--- src/rtl/mem_access_if.sv ---
// Data-bus interface between the MEM-stage access unit (master) and the memory system (slave).
interface mem_access_if;
    logic        dbus_req;
    logic        dbus_we;
    logic [31:0] dbus_addr;
    logic [3:0]  dbus_be;
    logic [31:0] dbus_wdata;
    logic        dbus_gnt;
    logic        dbus_rvalid;
    logic [31:0] dbus_rdata;

    modport master (
        output dbus_req, dbus_we, dbus_addr, dbus_be, dbus_wdata,
        input  dbus_gnt, dbus_rvalid, dbus_rdata
    );

    modport slave (
        input  dbus_req, dbus_we, dbus_addr, dbus_be, dbus_wdata,
        output dbus_gnt, dbus_rvalid, dbus_rdata
    );
endinterface

--- src/rtl/mem_access.sv ---
// MEM-stage load/store unit: lane steering, request/grant/response sequencing,
// load extension, misalignment detection and a bounded-wait timeout.
module mem_access #(
    parameter int TIMEOUT = 255
) (
    input  logic         clk,
    input  logic         rstn,
    input  logic [31:0]  MEM_result,
    input  logic [31:0]  MEM_wdata,
    input  logic [2:0]   MEM_funct3,
    input  logic         MEM_rmem,
    input  logic         MEM_wmem,
    mem_access_if.master dbus,
    output logic [31:0]  MEM_mem_rdata,
    output logic         mem_stall,
    output logic         misalign,
    output logic         bus_err
);
    typedef enum logic [1:0] {IDLE, REQ, WAIT, DONE} state_t;

    localparam logic [7:0] TIMEOUT_CNT = 8'(TIMEOUT);

    state_t      state_q, state_d;
    logic [7:0]  cnt_q, cnt_d;
    logic [31:0] rdata_q, rdata_d;

    logic [1:0]  byte_off;
    logic        is_half;
    logic        is_word;
    logic        access_req;
    logic        misaligned;
    logic        access_valid;
    logic        timed_out;
    logic [15:0] lane_data;
    logic [31:0] load_ext;

    always_comb begin
        byte_off     = MEM_result[1:0];
        is_half      = (MEM_funct3[1:0] == 2'b01);
        is_word      = MEM_funct3[1];
        access_req   = MEM_rmem | MEM_wmem;
        misaligned   = access_req & ((is_half & byte_off[0]) | (is_word & (byte_off != 2'b00)));
        access_valid = access_req & ~misaligned;
    end

    // Stores are replicated into every lane so the byte enables alone pick the target bytes.
    always_comb begin
        dbus.dbus_addr = {MEM_result[31:2], 2'b00};
        if (is_word) begin
            dbus.dbus_be    = 4'b1111;
            dbus.dbus_wdata = MEM_wdata;
        end else if (is_half) begin
            dbus.dbus_be    = 4'b0011 << byte_off;
            dbus.dbus_wdata = {2{MEM_wdata[15:0]}};
        end else begin
            dbus.dbus_be    = 4'b0001 << byte_off;
            dbus.dbus_wdata = {4{MEM_wdata[7:0]}};
        end
    end

    always_comb begin
        lane_data = 16'(dbus.dbus_rdata >> {byte_off, 3'b000});
        if (is_word) begin
            load_ext = dbus.dbus_rdata;
        end else if (is_half) begin
            load_ext = {{16{lane_data[15] & ~MEM_funct3[2]}}, lane_data};
        end else begin
            load_ext = {{24{lane_data[7] & ~MEM_funct3[2]}}, lane_data[7:0]};
        end
    end

    always_comb begin
        state_d       = state_q;
        cnt_d         = cnt_q;
        rdata_d       = rdata_q;
        dbus.dbus_req = 1'b0;
        mem_stall     = 1'b0;
        bus_err       = 1'b0;
        timed_out     = (cnt_q == TIMEOUT_CNT);

        case (state_q)
            IDLE: begin
                cnt_d   = '0;
                rdata_d = '0;
                if (access_valid) begin
                    dbus.dbus_req = 1'b1;
                    mem_stall     = 1'b1;
                    state_d       = dbus.dbus_gnt ? WAIT : REQ;
                end
            end
            REQ: begin
                mem_stall = 1'b1;
                cnt_d     = cnt_q + 8'd1;
                if (timed_out) begin
                    bus_err = 1'b1;
                    rdata_d = '0;
                    state_d = DONE;
                end else begin
                    dbus.dbus_req = 1'b1;
                    if (dbus.dbus_gnt) begin
                        state_d = WAIT;
                    end
                end
            end
            WAIT: begin
                mem_stall = 1'b1;
                cnt_d     = cnt_q + 8'd1;
                if (timed_out) begin
                    bus_err = 1'b1;
                    rdata_d = '0;
                    state_d = DONE;
                end else if (dbus.dbus_rvalid) begin
                    // A store acknowledge carries no load result, so nothing is latched for it.
                    rdata_d = MEM_rmem ? load_ext : '0;
                    state_d = DONE;
                end
            end
            DONE: begin
                state_d = IDLE;
            end
            default: begin
                state_d = IDLE;
            end
        endcase

        if (rstn) begin
            dbus.dbus_req = 1'b0;
            mem_stall     = 1'b0;
            bus_err       = 1'b0;
        end
    end

    always_comb begin
        dbus.dbus_we  = dbus.dbus_req & MEM_wmem & ~MEM_rmem;
        misalign      = misaligned & (state_q == IDLE) & ~rstn;
        MEM_mem_rdata = ((state_q == DONE) && !rstn) ? rdata_q : 32'd0;
    end

    always_ff @(posedge clk) begin
        if (rstn) begin
            state_q <= IDLE;
            cnt_q   <= '0;
            rdata_q <= '0;
        end else begin
            state_q <= state_d;
            cnt_q   <= cnt_d;
            rdata_q <= rdata_d;
        end
    end
endmodule

--- src/flat_wrapper.sv ---
// flat-port wrapper written by rule: the top's interface ports become plain ports
module mem_access_flat 
#(
    parameter int TIMEOUT = 255
)
  (clk, rstn, MEM_result, MEM_wdata, MEM_funct3, MEM_rmem, MEM_wmem, MEM_mem_rdata, mem_stall, misalign, bus_err, dbus_dbus_req, dbus_dbus_we, dbus_dbus_addr, dbus_dbus_be, dbus_dbus_wdata, dbus_dbus_gnt, dbus_dbus_rvalid, dbus_dbus_rdata);
  mem_access_if dbus_i ();
  input  logic clk;
  input  logic rstn;
  input  logic [31:0] MEM_result;
  input  logic [31:0] MEM_wdata;
  input  logic [2:0] MEM_funct3;
  input  logic MEM_rmem;
  input  logic MEM_wmem;
  output logic [31:0] MEM_mem_rdata;
  output logic mem_stall;
  output logic misalign;
  output logic bus_err;
  output wire logic [$bits(dbus_i.dbus_req)-1:0] dbus_dbus_req;
  output wire logic [$bits(dbus_i.dbus_we)-1:0] dbus_dbus_we;
  output wire logic [$bits(dbus_i.dbus_addr)-1:0] dbus_dbus_addr;
  output wire logic [$bits(dbus_i.dbus_be)-1:0] dbus_dbus_be;
  output wire logic [$bits(dbus_i.dbus_wdata)-1:0] dbus_dbus_wdata;
  input wire logic [$bits(dbus_i.dbus_gnt)-1:0] dbus_dbus_gnt;
  input wire logic [$bits(dbus_i.dbus_rvalid)-1:0] dbus_dbus_rvalid;
  input wire logic [$bits(dbus_i.dbus_rdata)-1:0] dbus_dbus_rdata;
  assign dbus_dbus_req = dbus_i.dbus_req;
  assign dbus_dbus_we = dbus_i.dbus_we;
  assign dbus_dbus_addr = dbus_i.dbus_addr;
  assign dbus_dbus_be = dbus_i.dbus_be;
  assign dbus_dbus_wdata = dbus_i.dbus_wdata;
  assign dbus_i.dbus_gnt = dbus_dbus_gnt;
  assign dbus_i.dbus_rvalid = dbus_dbus_rvalid;
  assign dbus_i.dbus_rdata = dbus_dbus_rdata;
  mem_access #(.TIMEOUT(TIMEOUT)) u_core (.clk(clk), .rstn(rstn), .MEM_result(MEM_result), .MEM_wdata(MEM_wdata), .MEM_funct3(MEM_funct3), .MEM_rmem(MEM_rmem), .MEM_wmem(MEM_wmem), .dbus(dbus_i), .MEM_mem_rdata(MEM_mem_rdata), .mem_stall(mem_stall), .misalign(misalign), .bus_err(bus_err));
endmodule
--- config.mk ---
export PLATFORM = sky130hd
export DESIGN_NAME = mem_access_flat
export DESIGN_NICKNAME = d
export VERILOG_FILES = /design/src/rtl/mem_access_if.sv /design/src/rtl/mem_access.sv /design/src/flat_wrapper.sv
export SDC_FILE = /design/constraint.sdc
export NUM_CORES = 1
export LEC_CHECK = 0
export BUFFER_PORTS_ARGS = -buffer_cell sky130_fd_sc_hd__buf_4
export CAP_MARGIN = 0
export CORE_AREA = 5 5 94 96
export DETAILED_ROUTE_END_ITERATION = 8
export DIE_AREA = 0 0 99 101
export PLACE_DENSITY = 0.9
export SETUP_SLACK_MARGIN = 0.3
export SLEW_MARGIN = 10
export SYNTH_ARGS = -nofsm -noshare
export SYNTH_HDL_FRONTEND = slang
export SYNTH_SLANG_ARGS = --single-unit
--- constraint.sdc ---
create_clock -name clk -period 2 [get_ports clk]
set_input_delay 0.1 -clock clk [delete_from_list [all_inputs] [get_ports clk]]
set_output_delay 0.1 -clock clk [all_outputs]
set_load 0.03 [all_outputs]
# After elaboration in Yosys (flattened, before gate mapping)
# Cells that the tools add are included.
# op_classes
n_reduce_logical	9
mux	29
add_sub_neg	1
n_shift	3
bitwise	16
n_eq_ne	9
# op_table
operator	n
$mux 32	9
$pmux 32 s3	1
$shr 32x5->16	1
$pmux 8 s2	1
$mux 2	6
$and 1x1->1	10
$add 8x1->8 const B	1
$eq 8x8->1 const B	1
$mux 4	2
$pmux 2 s4	1
$mux 1	7
$ne 3x2->1 const B	2
$reduce_and 3->1	2
$eq 2x1->1 const B	2
$eq 2x2->1 const B	2
$ne 2x1->1 const B	2
$not 1->1	4
$pmux 1 s2	2
$reduce_bool 2->1	2
$shl 1x2->4 const A	1
$shl 2x2->4 const A	1
$reduce_bool 3->1	1
$logic_not 2->1	1
$or 1x1->1	2
other kinds (3)	3
# word_totals
wordCells	70
out_inout_bits	105
regBits	42
input_bits	105

# Longest topological paths before layout
# logic_depth
depth_word	11
depth_mapped	8
ltp_nobuf	6

# Worst setup path before layout
# Ideal clock, no wire load.
# synth_path
path_kind	register to output
from	register u_core.state_q[0]
to	output dbus_dbus_we
arrival_time_ns	2.025
n_path_buf	0
setup_slack_ns	-0.125
path_stages_with_launch	7
required_ns	1.900
path_cell_list	dfxtp_1 > inv_1 > ha_1 > o21ai_0 > or3_1 > a21oi_1 > and3b_1
# synth_via
elab_chain_len	5
elab_cells_between_ends	6
classes_between	eq/ne: 1; mux: 2; bitwise: 2; reduce/logical: 1
# synth_rtl
item	line_no	source
from (decl)	mem_access.sv:23	state_t state_q, state_d;
from (signal assigned)	mem_access.sv:145	state_q <= state_d;
$eq 2x1->1 or $logic_not 2->1 (tied branches)	mem_access.sv:81	case (state_q)
$pmux 1 s2 *	mem_access.sv:81	
$mux 1 *	mem_access.sv:126	if (rstn) begin
net dbus_dbus_req	flat_wrapper.sv:19	output wire logic [$bits(dbus_i.dbus_req)-1:0] dbus_dbus_req;
$and 1x1->1 * (2 in a row)	mem_access.sv:134	dbus.dbus_we = dbus.dbus_req & MEM_wmem & ~MEM_rmem;
to (decl)	flat_wrapper.sv:20	output wire logic [$bits(dbus_i.dbus_we)-1:0] dbus_dbus_we;
# Mark *: on every way through the listed nets, which the timed path passes. The rest lies on a longest branch.

# Worst setup path after layout
# layout_path
from	register u_core.state_q[0]
to	output dbus_dbus_we
# layout_via
elab_chain_len	5
elab_cells_between_ends	6
classes_between	eq/ne: 1; mux: 2; bitwise: 2; reduce/logical: 1
# layout_rtl
item	line_no
$eq 2x1->1 or $logic_not 2->1 (tied branches)	mem_access.sv:81
$pmux 1 s2 *	mem_access.sv:81
$mux 1 *	mem_access.sv:126
$and 1x1->1 * (2 in a row)	mem_access.sv:134
# Every way passes the cells marked *; elsewhere a longest branch is shown, timed or not.

==> key figures <==
Worst setup path
  – CP endpoint kind: output pin
  – Reg2reg end: u_core.rdata_q[24]$_SDFFE_PP0P_
  – Crit path DAT: 1.75 ns
  – Startpoint types: flop
  – Register-to-register path setup slack: 0.17 ns
  – R2R depth: 7
  – R2R Path Start: u_core.state_q[1]$_SDFFE_PP0P_
  – Crit-path max FO: 4
  – WP data required: 1.90 ns
  – Critical path class: flop to output pin

Timing
  – Worst Skew: 0.00887 ns
  – Final Cycle Share: between 90% and 100%
  – Rel. slew slack: 65.9%
  – Final Hold Viols: 0
  – Setup TNS: 0 ns
  – Clock period minus worst slack: 1.85 ns
  – FMAX: 540 MHz
  – Slew @ Worst Pin: 0.510 ns
  – Final Setup Violations: 0
  – Slew Viols, Final: 0
  – RSZ-0062 raised after global routing: yes

Layout
  – ANT cells: 0
  – Cell area after layout: 0.00474 mm²
  – Fill cells: between 600 and 700
  – Area Overhead vs Synth: 44.2%
  – Layout cells sized above 1: 52.6%
  – Most common cell after layout, fill and taps aside: buf_4
  – Commonest cells after routing, fill and taps aside: 125 x buf_4, 42 x buf_6, 39 x dfxtp_1
  – Fin nets: 610

Route
  – DRT Pass-1 Iters: 5
  – DRC violations left: 0
  – Final antenna-violating net count: 0
  – Via count: around 3,400
  – Routed WL: around 11,000 µm
  – Mean routed wirelength per cell: 17.8 µm
  – Post-DR vias/cell: ~5.6
  – Starting DRT DRC Count: 148

Clock tree
  – Inserted Clock Buffers: 5
  – CTS tree: done
  – Max clock buf depth: 2
  – Clk_lat worst skew: approximately 0.29 ns
  – Clock slew at reported path FFs: 0.08 ns
  – Root Driver: clkbuf_8
  – Hold buffer count at CTS: 0
  – Max H-tree Level: 2
  – Clk sink count: 42

Yosys
  – FFs w/ async S/R, synth: 0%
  – Mean Syn Cell Area: 8.59 µm²
  – Number of synthesized flops with an enable pin: 0
  – Synth unique cells: 52
  – Main synth FF type: dfxtp_1
  – Synthesized area: 0.00329 mm²
  – Synth warn: 0
  – Syn Inst Count: between 300 and 400
  – Sequential share of the synthesized area: between 20% and 30%
  – #FFs+latches synth: 42

Hold path
  – Min-delay src: dbus_dbus_rdata[17]
  – Worst min-delay path class: input port to flop
  – Hold Path Stages: 2
  – Worst min-delay path endpoint: u_core.rdata_q[17]$_SDFFE_PP0P_

Job
  – Max Cap Viol: 0

Global route
  – Initial antenna violation count: 0
  – Largest net degree at the start of global routing: 33
  – Global route overflow: 0
  – Global Route Usage Sum: 20.0%
  – Vias in the first global route: 3,298
  – First-pass GRT wire length: 16,200 µm

Pwr
  – Sw frac: 39.4%
  – Power Density: 636 mW/mm²
  – Lkg Pwr: 2.13 nW
  – Clk network pwr share: around 18%
  – NetSw: between 1 and 1.5 mW
  – Peak supply drop: 511 µV
  – Flop pwr share: 32.0%
  – Internal: 1.83 mW
  – Combinational Power Share: approximately half

Placement
  – RePlAce Congestion: 0.881
  – Placed inst area: about 0.0042 mm²
  – Number of port buffers: 147
  – Post-DP HPWL: 7930 µm

Die
  – Die H: 101 µm
  – Row count: 33
  – Core Area: 0.00797 mm²
  – IO Count: 210
  – Die Wd: 99 µm
  – Starting Density: 41.3%
  – Die ar.: 0.0100 mm²

Status
  – Status: finished clean
==> stage by stage <==
| stage | total power, mW | cells | setup WS (ns) | util, % | hold slack, ns |
|---|---|---|---|---|---|
| floorplan | 1.89 | 384 | 0.145 | - | 0.239 |
| global placement | 2.17 | 581 | 0.213 | 52.6 | 0.200 |
| detailed placement | 2.22 | 581 | 0.111 | 52.6 | 0.200 |
| CTS | 2.93 | 601 | 0.147 | 55.5 | 0.0486 |
| global route | 3.20 | 605 | 0.0489 | 59.5 | 0.0468 |
| finish | 3.02 | 605 | 0.150 | 59.5 | 0.0539 |
==> flip-flops by register name (all words and copies together), names as in the netlist <==
register / cells
u_core.rdata_q: 32
u_core.cnt_q: 8
u_core.state_q: 2
==> worst max-delay path, stage by stage (launching register included) <==
cell and delay (ns):
dfxtp_4 0.37, inv_4 0.07, ha_4 0.14, o21ai_2 0.06
or3_4 0.36, a21oi_4 0.15, and3b_1 0.19, buf_6 0.13
==> power by group through the flow <==
stage               Sequential [mW]  Clock (mW)  Combinational, mW
CTS                           0.948       0.559               1.42
global route                  0.970       0.596               1.64
finish                        0.964       0.544               1.51
detailed placement            0.966           0               1.25
global placement              0.960           0               1.21
floorplan                     0.953           0              0.939
==> logic make-up after synthesis <==
kind of cell / Yosys count / synth area share, %
AOI/OAI and AO/OA: 107 / 24.5
buffers and inverters: 72 / 14.2
adders and majority gates: 6 / 2.28
muxes: 35 / 11.7
other: 1 / 0.114
and+or+nand+nor: 116 / 20.5
xor gates and xnor gates: 4 / 1.07
DFF: 42 / 25.6
==> metal layers <==
layer	track usage (%)	up-vias	part of all wire, %
li1	-	1562	-
met1	23.7	1575	37
met2	34.2	197	52
met3	5.74	36	8.4
met4	8.09	0	3.1
met5	0	-	0
==> cell usage after synthesis (all sizes together) (2+ instances only) <==
cell type   n  area [µm²]
nand2      30         113
o21a        2        15.0
nor2b       7        43.8
nor4        2        12.5
o31ai       2        15.0
buf        52         393
nand2b     16         100
mux2       18         203
o2bb2ai    16         140
a2bb2oi     6        52.6
nand3       3        20.0
a221o      17         178
o21ai      17        85.1
nand4       2        27.5
or3         4        26.3
xor2        3        26.3
mux2i      16         160
a21oi      23         115
clkbuf     11        41.3
o22ai       8        50.1
inv         9        33.8
ha          6        75.1
nor2       14        62.6
and2       33         206
o21bai      8        60.1
dfxtp      42         841
==> worst max-delay path by stage <==
stage | start | to | slack [ns] | cells past startpoint
6_report | u_core.state_q[0]$_SDFFE_PP0P_ | dbus_dbus_we | 0.15 | 7
5_1_grt | u_core.state_q[0]$_SDFFE_PP0P_ | dbus_dbus_we | 0.05 | 7
4_1_cts | u_core.state_q[0]$_SDFFE_PP0P_ | dbus_dbus_we | 0.15 | 7
3_5_place_dp | u_core.state_q[1]$_SDFFE_PP0P_ | u_core.rdata_q[24]$_SDFFE_PP0P_ | 0.11 | 7
3_3_place_gp | u_core.state_q[1]$_SDFFE_PP0P_ | u_core.rdata_q[30]$_SDFFE_PP0P_ | 0.21 | 7
2_1_floorplan | u_core.state_q[0]$_SDFFE_PP0P_ | dbus_dbus_we | 0.15 | 6
==> timing repair <==
item / in CTS / in global routing
buffers inserted: 8 / 3
gates resized for setup: 19 / 84
pin swaps: 4 / 10
endpoints found under the setup margin: 23 / 55
endpoints found under the hold margin: 0 / 0
cloned: 4 / 1
==> final cells by class <==
cell class	instances	area, µm²	area share, %
Clock inverter	3	18.8	0.396
Tap cell	105	131	2.77
Timing Repair Buffer	170	1470	31.0
Clock buffer	5	68.8	1.45
Inverter	9	38.8	0.818
Multi-Input combinational cell	271	2160	45.6
Sequential cell	42	850	17.9
(Power assumes the default switching activity.)
